**config.mk**
```make
export PLATFORM = sky130hd
export DESIGN_NAME = segment_decoder_flat
export DESIGN_NICKNAME = d
export VERILOG_FILES = /design/src/rtl/segment_decoder_pkg.sv /design/src/rtl/segment_decoder_if.sv /design/src/rtl/segment_decoder_glyph_lut.sv /design/src/rtl/segment_decoder.sv /design/src/flat_wrapper.sv
export SDC_FILE = /design/constraint.sdc
export NUM_CORES = 1
export LEC_CHECK = 0
export BUFFER_PORTS_ARGS = -buffer_cell sky130_fd_sc_hd__buf_2
export CORE_AREA = 3 3 82 84
export CTS_CLUSTER_SIZE = 10
export DETAILED_ROUTE_END_ITERATION = 8
export DIE_AREA = 0 0 85 87
export SYNTH_ARGS = -nofsm -noshare
export SYNTH_HDL_FRONTEND = slang
export SYNTH_SLANG_ARGS = --single-unit
```
**constraint.sdc**
```tcl
create_clock -name clk -period 1.9 [get_ports clk]
set_input_delay 0.19 -clock clk [delete_from_list [all_inputs] [get_ports clk]]
set_output_delay 0.19 -clock clk [all_outputs]
set_load 0.02 [all_outputs]
```
**src/rtl/segment_decoder_pkg.sv**
```systemverilog
// Shared definitions for the seven-segment pattern decoder: glyph patterns,
// FSM state type and stability counter width.
package segment_decoder_pkg;

    // Stability counter width; the counter saturates at its all-ones value.
    localparam int CNT_W = 8;
    localparam logic [CNT_W-1:0] CNT_MAX = '1;

    // Segment patterns, bit0 = a .. bit6 = g, active-high.
    localparam logic [6:0] PATTERN_BLANK = 7'h00;
    localparam logic [6:0] GLYPH_0 = 7'h3F;
    localparam logic [6:0] GLYPH_1 = 7'h06;
    localparam logic [6:0] GLYPH_2 = 7'h5B;
    localparam logic [6:0] GLYPH_3 = 7'h4F;
    localparam logic [6:0] GLYPH_4 = 7'h66;
    localparam logic [6:0] GLYPH_5 = 7'h6D;
    localparam logic [6:0] GLYPH_6 = 7'h7D;
    localparam logic [6:0] GLYPH_7 = 7'h07;
    localparam logic [6:0] GLYPH_8 = 7'h7F;
    localparam logic [6:0] GLYPH_9 = 7'h6F;
    localparam logic [6:0] GLYPH_A = 7'h77;
    localparam logic [6:0] GLYPH_B = 7'h7C;
    localparam logic [6:0] GLYPH_C = 7'h39;
    localparam logic [6:0] GLYPH_D = 7'h5E;
    localparam logic [6:0] GLYPH_E = 7'h79;
    localparam logic [6:0] GLYPH_F = 7'h71;

    // TRACK: waiting for the sampled pattern to settle.
    // LOCKED: the current pattern has been judged stable.
    typedef enum logic {
        ST_TRACK  = 1'b0,
        ST_LOCKED = 1'b1
    } state_t;

endpackage

```
**src/rtl/segment_decoder_if.sv**
```systemverilog
// Bus between the segment decoder and its surroundings.
// Handshake: the decoder raises out_valid with digit/blank/invalid when an
// event is pending and holds all four stable until a cycle with
// out_valid && out_ready; that cycle transfers the event. out_valid does not
// wait for out_ready. overrun is a sticky flag, not part of the handshake.
interface segment_decoder_if;

    logic [6:0]                    segments;
    logic                          out_ready;
    logic                          out_valid;
    logic [3:0]                    digit;
    logic                          blank;
    logic                          invalid;
    logic                          overrun;
    segment_decoder_pkg::state_t   state;

    // Environment side: drives the display pattern and consumes events.
    modport master (
        output segments, out_ready,
        input  out_valid, digit, blank, invalid, overrun, state
    );

    // Decoder side; state exposes the FSM for observation.
    modport slave (
        input  segments, out_ready,
        output out_valid, digit, blank, invalid, overrun, state
    );

endinterface

```
**src/rtl/segment_decoder_glyph_lut.sv**
```systemverilog
// Combinational seven-segment pattern to hex digit lookup.
// A..F glyphs decode only when SEGMENT_DECODER_HEX_EN is defined; otherwise
// they are reported as invalid.
module seg7_glyph_lut
    import segment_decoder_pkg::*;
(
    input  logic [6:0] pattern,
    output logic [3:0] digit,
    output logic       blank,
    output logic       invalid
);

    // Map a pattern to its digit; anything unlisted is invalid with digit 0.
    always_comb begin
        digit   = 4'd0;
        blank   = 1'b0;
        invalid = 1'b0;
        case (pattern)
            PATTERN_BLANK: blank = 1'b1;
            GLYPH_0: digit = 4'h0;
            GLYPH_1: digit = 4'h1;
            GLYPH_2: digit = 4'h2;
            GLYPH_3: digit = 4'h3;
            GLYPH_4: digit = 4'h4;
            GLYPH_5: digit = 4'h5;
            GLYPH_6: digit = 4'h6;
            GLYPH_7: digit = 4'h7;
            GLYPH_8: digit = 4'h8;
            GLYPH_9: digit = 4'h9;
`ifdef SEGMENT_DECODER_HEX_EN
            GLYPH_A: digit = 4'hA;
            GLYPH_B: digit = 4'hB;
            GLYPH_C: digit = 4'hC;
            GLYPH_D: digit = 4'hD;
            GLYPH_E: digit = 4'hE;
            GLYPH_F: digit = 4'hF;
`else
`endif
            default: invalid = 1'b1;
        endcase
    end

endmodule

```
**src/rtl/segment_decoder.sv**
```systemverilog
// Seven-segment display decoder with debounce. The pattern is registered,
// must stay unchanged for STABLE_CYCLES samples, and is then reported once
// as an event if it differs from the last accepted pattern.
// Optional build macro: SEGMENT_DECODER_HEX_EN enables A..F decoding.
module segment_decoder
    import segment_decoder_pkg::*;
#(
    parameter int STABLE_CYCLES = 4
)(
    input  logic               clk,
    input  logic               rst,
    segment_decoder_if.slave   bus
);

    localparam logic [CNT_W-1:0] LOCK_CNT = CNT_W'(STABLE_CYCLES - 1);

    logic [6:0]       seg_q;
    logic [6:0]       last_q;
    logic [CNT_W-1:0] cnt_q;
    state_t           state_q;
    state_t           state_d;
    logic             seg_change;
    logic             lock;
    logic             new_event;
    logic             handshake;
    logic [3:0]       lut_digit;
    logic             lut_blank;
    logic             lut_invalid;
    logic             out_valid_q;
    logic [3:0]       digit_q;
    logic             blank_q;
    logic             invalid_q;
    logic             overrun_q;

    // True when the register is about to take a different pattern.
    assign seg_change = (bus.segments != seg_q);
    assign handshake  = out_valid_q && bus.out_ready;

    // Sample the pattern and count how long it has stayed unchanged.
    always_ff @(posedge clk) begin
        if (rst) begin
            seg_q <= 7'h00;
            cnt_q <= '0;
        end else begin
            seg_q <= bus.segments;
            if (seg_change) begin
                cnt_q <= '0;
            end else if (cnt_q != CNT_MAX) begin
                cnt_q <= cnt_q + CNT_W'(1);
            end
        end
    end

    // FSM state register.
    always_ff @(posedge clk) begin
        if (rst) state_q <= ST_TRACK;
        else     state_q <= state_d;
    end

    // FSM next state: lock once the count reaches its threshold, fall back
    // to tracking whenever the sampled pattern changes.
    always_comb begin
        state_d = state_q;
        case (state_q)
            ST_TRACK:  if (cnt_q == LOCK_CNT && !seg_change) state_d = ST_LOCKED;
            ST_LOCKED: if (seg_change) state_d = ST_TRACK;
            default:   state_d = ST_TRACK;
        endcase
    end

    // FSM outputs: acceptance moment and whether it is a new pattern.
    always_comb begin
        lock      = (state_q == ST_TRACK) && (cnt_q == LOCK_CNT);
        new_event = lock && (seg_q != last_q);
    end

    // Remember the most recently accepted pattern so repeats stay silent.
    always_ff @(posedge clk) begin
        if (rst)       last_q <= PATTERN_BLANK;
        else if (lock) last_q <= seg_q;
    end

    seg7_glyph_lut u_lut (
        .pattern (seg_q),
        .digit   (lut_digit),
        .blank   (lut_blank),
        .invalid (lut_invalid)
    );

    // Event holding register: load on a free slot or same-cycle handshake,
    // otherwise drop the new event and flag overrun.
    always_ff @(posedge clk) begin
        if (rst) begin
            out_valid_q <= 1'b0;
            digit_q     <= 4'd0;
            blank_q     <= 1'b0;
            invalid_q   <= 1'b0;
            overrun_q   <= 1'b0;
        end else if (new_event) begin
            if (!out_valid_q || handshake) begin
                out_valid_q <= 1'b1;
                digit_q     <= lut_digit;
                blank_q     <= lut_blank;
                invalid_q   <= lut_invalid;
            end else begin
                overrun_q   <= 1'b1;
            end
        end else if (handshake) begin
            out_valid_q <= 1'b0;
        end
    end

    assign bus.out_valid = out_valid_q;
    assign bus.digit     = digit_q;
    assign bus.blank     = blank_q;
    assign bus.invalid   = invalid_q;
    assign bus.overrun   = overrun_q;
    assign bus.state     = state_q;

endmodule
```
**src/flat_wrapper.sv**
```systemverilog
// flat-port wrapper written by rule: the top's interface ports become plain ports
module segment_decoder_flat import segment_decoder_pkg::*;
#(
    parameter int STABLE_CYCLES = 4
)
  (clk, rst, bus_segments, bus_out_ready, bus_out_valid, bus_digit, bus_blank, bus_invalid, bus_overrun, bus_state);
  segment_decoder_if bus_i ();
  input  logic clk;
  input  logic rst;
  input wire logic [$bits(bus_i.segments)-1:0] bus_segments;
  input wire logic [$bits(bus_i.out_ready)-1:0] bus_out_ready;
  output wire logic [$bits(bus_i.out_valid)-1:0] bus_out_valid;
  output wire logic [$bits(bus_i.digit)-1:0] bus_digit;
  output wire logic [$bits(bus_i.blank)-1:0] bus_blank;
  output wire logic [$bits(bus_i.invalid)-1:0] bus_invalid;
  output wire logic [$bits(bus_i.overrun)-1:0] bus_overrun;
  output wire logic [$bits(bus_i.state)-1:0] bus_state;
  assign bus_i.segments = bus_segments;
  assign bus_i.out_ready = bus_out_ready;
  assign bus_out_valid = bus_i.out_valid;
  assign bus_digit = bus_i.digit;
  assign bus_blank = bus_i.blank;
  assign bus_invalid = bus_i.invalid;
  assign bus_overrun = bus_i.overrun;
  assign bus_state = bus_i.state;
  segment_decoder #(.STABLE_CYCLES(STABLE_CYCLES)) u_core (.clk(clk), .rst(rst), .bus(bus_i));
endmodule
```
==> results of run 1 <==
-- worst max-delay path, delay by kind of cell (launching register included) --
family | cells | cell delay, ns
compound gates | 1 | 0.39
mux | 1 | 0.23
simple gates | 3 | 0.63
flops | 1 | 0.35
-- sequential cells by signal (all words and copies together), names as in the netlist --
| signal | flops |
|---|---|
| u_core.bus.out_valid | 1 |
| u_core.bus.invalid | 1 |
| u_core.bus.digit | 4 |
| u_core.bus.state | 1 |
| u_core.bus.blank | 1 |
| u_core.last_q | 7 |
| u_core.bus.overrun | 1 |
| u_core.cnt_q | 8 |
| u_core.seg_q | 7 |
-- cell usage after synthesis --
cell,number
dfxtp_1,31
nor2_1,24
xor2_1,17
mux2i_1,11
nor2b_1,8
a21oi_1,7
nand2_1,7
nand3_1,7
clkbuf_1,5
nor3_1,5
nor4_1,5
a31oi_1,3
buf_2,3
nor3b_1,3
a211oi_1,2
and3_1,2
and4_1,2
nand4_1,2
nor4_2,2
o21ai_0,2
a211oi_4,1
a21boi_0,1
a21o_1,1
a311oi_1,1
a41oi_1,1
and3b_1,1
and4b_1,1
buf_1,1
buf_6,1
ha_1,1
nand2b_1,1
nand3b_1,1
o211ai_1,1
o22ai_1,1
or4_1,1
xnor2_1,1
-- layer usage --
layer / wire length (um) / part of all wire, % / GRT usage, %
met5: 0 / 0 / 0
met4: 46 / 1.4 / 4.317
met3: 130 / 4.0 / 2.933
met2: 1444 / 45 / 12.99
met1: 1600 / 50 / 11.35
-- through the flow --
stage | hold slack [ns] | std cells | worst slack [ns] | total power [uW] | util [%]
2_1_floorplan | 0.2616 | 164 | 0.2974 | 742.6 | -
3_3_place_gp | 0.4325 | 254 | 0.1363 | 776.2 | 27.88
3_5_place_dp | 0.4356 | 254 | 0.1091 | 776.9 | 27.88
4_1_cts | 0.1333 | 262 | 0.09763 | 1289 | 29.30
5_1_grt | 0.1330 | 264 | 0.005184 | 1326 | 29.87
6_report | 0.1415 | 264 | 0.1751 | 1269 | 29.87
-- worst max-delay path by stage --
stage | to | cells after the start
after global placement | u_core.cnt_q[5] | 6
after floorplan | u_core.bus.blank | 6
after detailed placement | u_core.cnt_q[5] | 6
after global routing | u_core.bus.digit[3] | 5
after CTS | u_core.cnt_q[5] | 6
final | u_core.bus.blank | 5
-- power by group through the flow --
stage | Combinational [uW] | Clock, uW | Sequential, uW
after floorplan | 65.7 | 0 | 677
after global placement | 87.4 | 0 | 689
after detailed placement | 88.3 | 0 | 689
after CTS | 88.6 | 527 | 674
after global routing | 105 | 545 | 676
final | 93.6 | 501 | 674
-- logic make-up after synthesis --
logic type,after synthesis,synth area share (%)
AO/OA/AOI/OAI,21,9.790
XOR/XNOR,18,10.63
adder cells (fa/ha/maj),1,0.8437
buffers and inverters,10,3.291
flip-flops,31,41.86
multiplexers,11,7.426
AND/OR/NAND/NOR,72,26.16
-- final cells by class --
type                    count  area (sq um)
clock buffers               6         72.57
clock inverters             2         12.51
fillers                   629          4202
multi-input cells         124         839.6
flip-flops and latches     31         620.6
well taps                  75         93.84
repair buffers             26         150.1
-- timing repair --
action,4_1_cts,5_1_grt
endpoints found under the setup margin,0,4
buffers inserted,0,1
resized for setup,0,2
==> metrics.txt, run 1 <==
clock latency on the worst-skew pair=between 0.2 and 0.3 ns; Clock Tree Buf Depth=2; R2R cell count=5; total grt overflow=0; Worst-path clk slew=0.07 ns; initial core utilization=24.75%; DR DRC count=0; top-area cell type share of the netlist area=41.86%; clk sinks=31; Cell Area, Synth=0.001483 sq mm; vias in the first global route=1105; Hold Path Sink=u_core.seg_q[6]; FF+latch count, synth=31; standard-cell rows=28; Iter 0 DRT Violations=42; most frequent cells in the layout=31 x dfxtp_1, 24 x nor2_1, 18 x buf_2; Sequential Power Share=53.1%; reg2reg start=u_core.cnt_q[7]; Internal=around 960 uW; first-pass GRT wire length=5106 um; I/O pin count=19; largest net degree at the start of global routing=24; Root Driver=clkbuf_8; Worst EP arrival=1.89 ns; DR vias=1237; Crit Path Max Fanout=5; Setup crit start=u_core.cnt_q[7]; gr usage total=8.762%; initial antenna violation count=0; pwr dens=709.2 mW/mm^2; Final setup viols=0; post-synth top area cell=dfxtp_1; Max-cap violations=0; Num CTS Buffers=5; fin. max-slew vios=0; Clock power frac=between 30% and 40%; setup_tns=0 ns; critical path type=reg2reg; min-delay src=bus_segments[6]; commonest non-fill, non-tap cell in the layout=dfxtp_1; register area share after synthesis=around two fifths; VDD IR max=approximately 0.00038 V; Die ar.=0.007395 sq mm; status=finished, final reports clean; PortBufs=18; Total Routed Length=3221 um; detailed-placement wirelength estimate=2214 um; minimum clock period=~1.7 ns; TritonCTS clock tree=built; post-route cell area=0.001789 sq mm; H-tree depth=2; normalized max-slew margin=65.18%; Tcrit/Tclk final=between 90% and 100%; Worst-Margin Slew=about 0.52 ns; RePlAce Congestion=~0.76; final hold vios=0; syn nets=175; LEAKAGE=0.0007643 uW; Synth area leaders=dfxtp_1 42%, xor2_1 10%, mux2i_1 7.4%; Final nets=199; switching power=roughly 310 uW; Post-CTS Hold Fix Bufs=0; Critical-path top delay cell=a211oi_4; via density per instance=4.686; worst hold path class=in2reg; RR Endpoint=u_core.bus.blank; Layout Skew=0.007745 ns; Synth Area per Inst=9.041 sq um; YS warnings=0; Post-Syn Instances=164; Achievable Freq=0.5797 GHz; Hold Path Cell Cnt=2; combinational power share=7.4%; RSZ-0062 raised after global routing=false; critical path, cell by cell=nor4_2, nand3_1, a211oi_4, mux2i_1, nor2_1; switching share of power=24.68%; Pre-antenna DRT Iters=4; R2R Setup Slk=0.18 ns; CP endpoint kind=flop; Die X-Extent=between 80 and 90 um; area delta synth->final=20.68%; Worst EP required=2.07 ns; per-cell routed wire length=12.20 um; Antenna Nets Post-Route=0; core area=about 0.0060 sq mm; Yosys cell types=36; die extent in y=87 um; Area after DPL=between 0.0015 and 0.002 sq mm; CP Launch Type=flop; layout cell share with drive strength beyond 1=20.11%; # diodes=0; Slowest Stage Delay on Critical Path=~0.39 ns
No activity file was read; power rests on OpenSTA's default activity.
==> run 2, diff against run 1 <==
--- a/config.mk
+++ b/config.mk
@@ -5,11 +5,13 @@
 export SDC_FILE = /design/constraint.sdc
 export NUM_CORES = 1
 export LEC_CHECK = 0
+export ABC_CLOCK_PERIOD_IN_PS = 1900
 export BUFFER_PORTS_ARGS = -buffer_cell sky130_fd_sc_hd__buf_2
 export CORE_AREA = 3 3 82 84
 export CTS_CLUSTER_SIZE = 10
 export DETAILED_ROUTE_END_ITERATION = 8
 export DIE_AREA = 0 0 85 87
+export PLACE_DENSITY_LB_ADDON = 0.12
 export SYNTH_ARGS = -nofsm -noshare
 export SYNTH_HDL_FRONTEND = slang
 export SYNTH_SLANG_ARGS = --single-unit
==> metrics.txt, run 2 (synthesis gave the netlist of run 1 again) <==
die extent in y=87 um (unchanged); Total Routed Length=3407 um (+5.8%); Iter 0 DRT Violations=70 (+67%); normalized max-slew margin=69.62% (+4.4 points); multi-input logic area=813.3 sq um (-3.1%); Num CTS Buffers=5 (unchanged); RePlAce Congestion=0.7605 (+0.57%); Largest register FFs=8 (unchanged); largest net degree at the start of global routing=24 (unchanged); most flop-heavy register=u_core.cnt_q; register area=620.6 sq um (unchanged); RSZ-0062 raised after global routing=false; per-cell routed wire length=12.95 um (+6.2%); fin. max-slew vios=0 (unchanged); Max-cap violations=0 (unchanged); Die ar.=0.007395 sq mm (unchanged); worst hold path class=in2reg; Hold Path Sink=u_core.seg_q[2]; TritonCTS clock tree=built; gr usage total=9.826% (+1.1 points); R2R Setup Slk=0.20 ns (+0.03 ns); Crit Path Max Fanout=10 (+5); final hold vios=0 (unchanged); Root Driver=clkbuf_8; area delta synth->final=19.92%; vias in the first global route=1162 (+5.2%); Final setup viols=0 (unchanged); first-pass GRT wire length=5651 um (+11%); filler instances=636 (+1.1%); core area=0.005991 sq mm (unchanged); Tcrit/Tclk final=89.41% (-1.4 points); CP Launch Type=flop; final core occ=29.68% (-0.19 points); I/O pin count=19 (unchanged); pwr dens=748.8 mW/mm^2 (+5.6%); H-tree depth=2 (unchanged); PortBufs=18 (unchanged); via density per instance=4.734 (+1.0%); R2R cell count=5 (unchanged); most frequent cells in the layout=31 x dfxtp_1, 24 x nor2_1, 18 x buf_2; initial core utilization=24.75% (unchanged); initial antenna violation count=0 (unchanged); min-delay src=bus_segments[2]; Layout Skew=0.005476 ns (-0.002269 ns); critical path type=reg2reg; standard-cell rows=28 (unchanged); Worst EP required=2.06 ns (about the same); clk sinks=31 (unchanged); VDD IR max=0.0003476 V (-7.9%); Area after DPL=0.001670 sq mm (unchanged); LEAKAGE=0.0007679 uW (+0.48%); top flop regs=u_core.cnt_q x8, u_core.last_q x7, u_core.seg_q x7; detailed-placement wirelength estimate=2547 um (+15%); Achievable Freq=0.5887 GHz (+1.5%); post-route cell area=0.001778 sq mm (-0.63%); Die X-Extent=85 um (unchanged); Post-CTS Hold Fix Bufs=0 (unchanged); total grt overflow=0 (unchanged); Worst-Margin Slew=0.4522 ns (-0.06894 ns); Worst-path clk slew=0.06 ns (about the same); Antenna Nets Post-Route=0 (unchanged); clock latency on the worst-skew pair=0.28 ns (about the same); commonest non-fill, non-tap cell in the layout=dfxtp_1; status=finished, final reports clean; Hold Path Cell Cnt=2 (unchanged); DR vias=1245 (+0.65%); Pre-antenna DRT Iters=4 (unchanged); Worst EP arrival=1.86 ns (-0.03 ns); Clock Tree Buf Depth=2 (unchanged); Final nets=198 (-0.50%); critical path, cell by cell=xor2_1, nor4_2, a211oi_4, mux2i_1, nor2_1; DR DRC count=0 (unchanged); minimum clock period=1.699 ns (-0.02617 ns); RR Endpoint=u_core.bus.digit[3]; reg2reg start=u_core.seg_q[3]; # diodes=0 (unchanged); CP endpoint kind=flop; layout cell share with drive strength beyond 1=19.15% (-0.96 points); Critical-path top delay cell=dfxtp_1; Slowest Stage Delay on Critical Path=0.55 ns (+0.16 ns); setup_tns=0 ns (unchanged)
==> run 2: changes by cell type in the layout (fill, tap and decap cells not counted) <==
cell	before	now
clkinv_2	1	0
nor4_4	1	0
nor3_1	4	5
a211oi_2	1	0
nor3_2	1	0
nor4_2	1	2
clkinvlp_4	1	0
clkbuf_8	5	7
==> run 2: per-layer routing <==
| layer | GRT usage (%) | up-vias | wire [um] |
|---|---|---|---|
| met2 | 15.25 | 36 | 1526 |
| met3 | 3.122 | 6 | 173 |
| met5 | 0 | - | 0 |
| li1 | - | 623 | - |
| met4 | 4.029 | 0 | 44 |
| met1 | 12.59 | 580 | 1661 |
==> run 2: repair_timing <==
item,CTS,global route
setup endpoints to repair,0,4
gates resized for setup,0,0
buffers inserted,0,1
==> run 2: per-stage QoR <==
| stage | hold slack, ns | instances | setup WS [ns] | total power (uW) |
|---|---|---|---|---|
| 6_report | 0.1492 | 263 | 0.2012 | 1331 |
| 5_1_grt | 0.1498 | 263 | 0.007066 | 1393 |
| 2_1_floorplan | 0.2616 | 164 | 0.2974 | 742.6 |
| 3_5_place_dp | 0.4337 | 254 | 0.09533 | 778.9 |
| 4_1_cts | 0.1387 | 262 | 0.08702 | 1355 |
| 3_3_place_gp | 0.4240 | 254 | 0.1249 | 778.3 |
==> run 2: cell type report <==
type,instances,share of cell area [%]
Clock buffer,8,5.630
Tap cell,75,5.278
Sequential cell,31,34.90
Timing Repair Buffer,26,8.445
Multi-Input combinational cell,123,45.74
==> run 2: worst max path at each step <==
stage,from,end,slack [ns]
final,u_core.seg_q[3],u_core.bus.digit[3],0.20
after CTS,u_core.cnt_q[0],u_core.cnt_q[5],0.09
after global routing,u_core.seg_q[3],u_core.bus.digit[0],0.007
after detailed placement,u_core.cnt_q[0],u_core.cnt_q[5],0.1
after floorplan,u_core.cnt_q[7],u_core.bus.blank,0.30
after global placement,u_core.cnt_q[0],u_core.cnt_q[5],0.12
==> run 2: power by group <==
group / total (uW) / internal, uW / switching, uW
Combinational: 89.1 / 40.4 / 48.7
Clock: 567 / 330 / 236
Sequential: 675 / 658 / 17.5
==> run 2: worst max-delay path, delay by kind of cell (launching register included) <==
kind	cells	cell delay, ns
muxes	1	0.23
and+or+nand+nor	2	0.15
AOI/OAI and AO/OA	1	0.43
DFF	1	0.55
xor gates and xnor gates	1	0.22
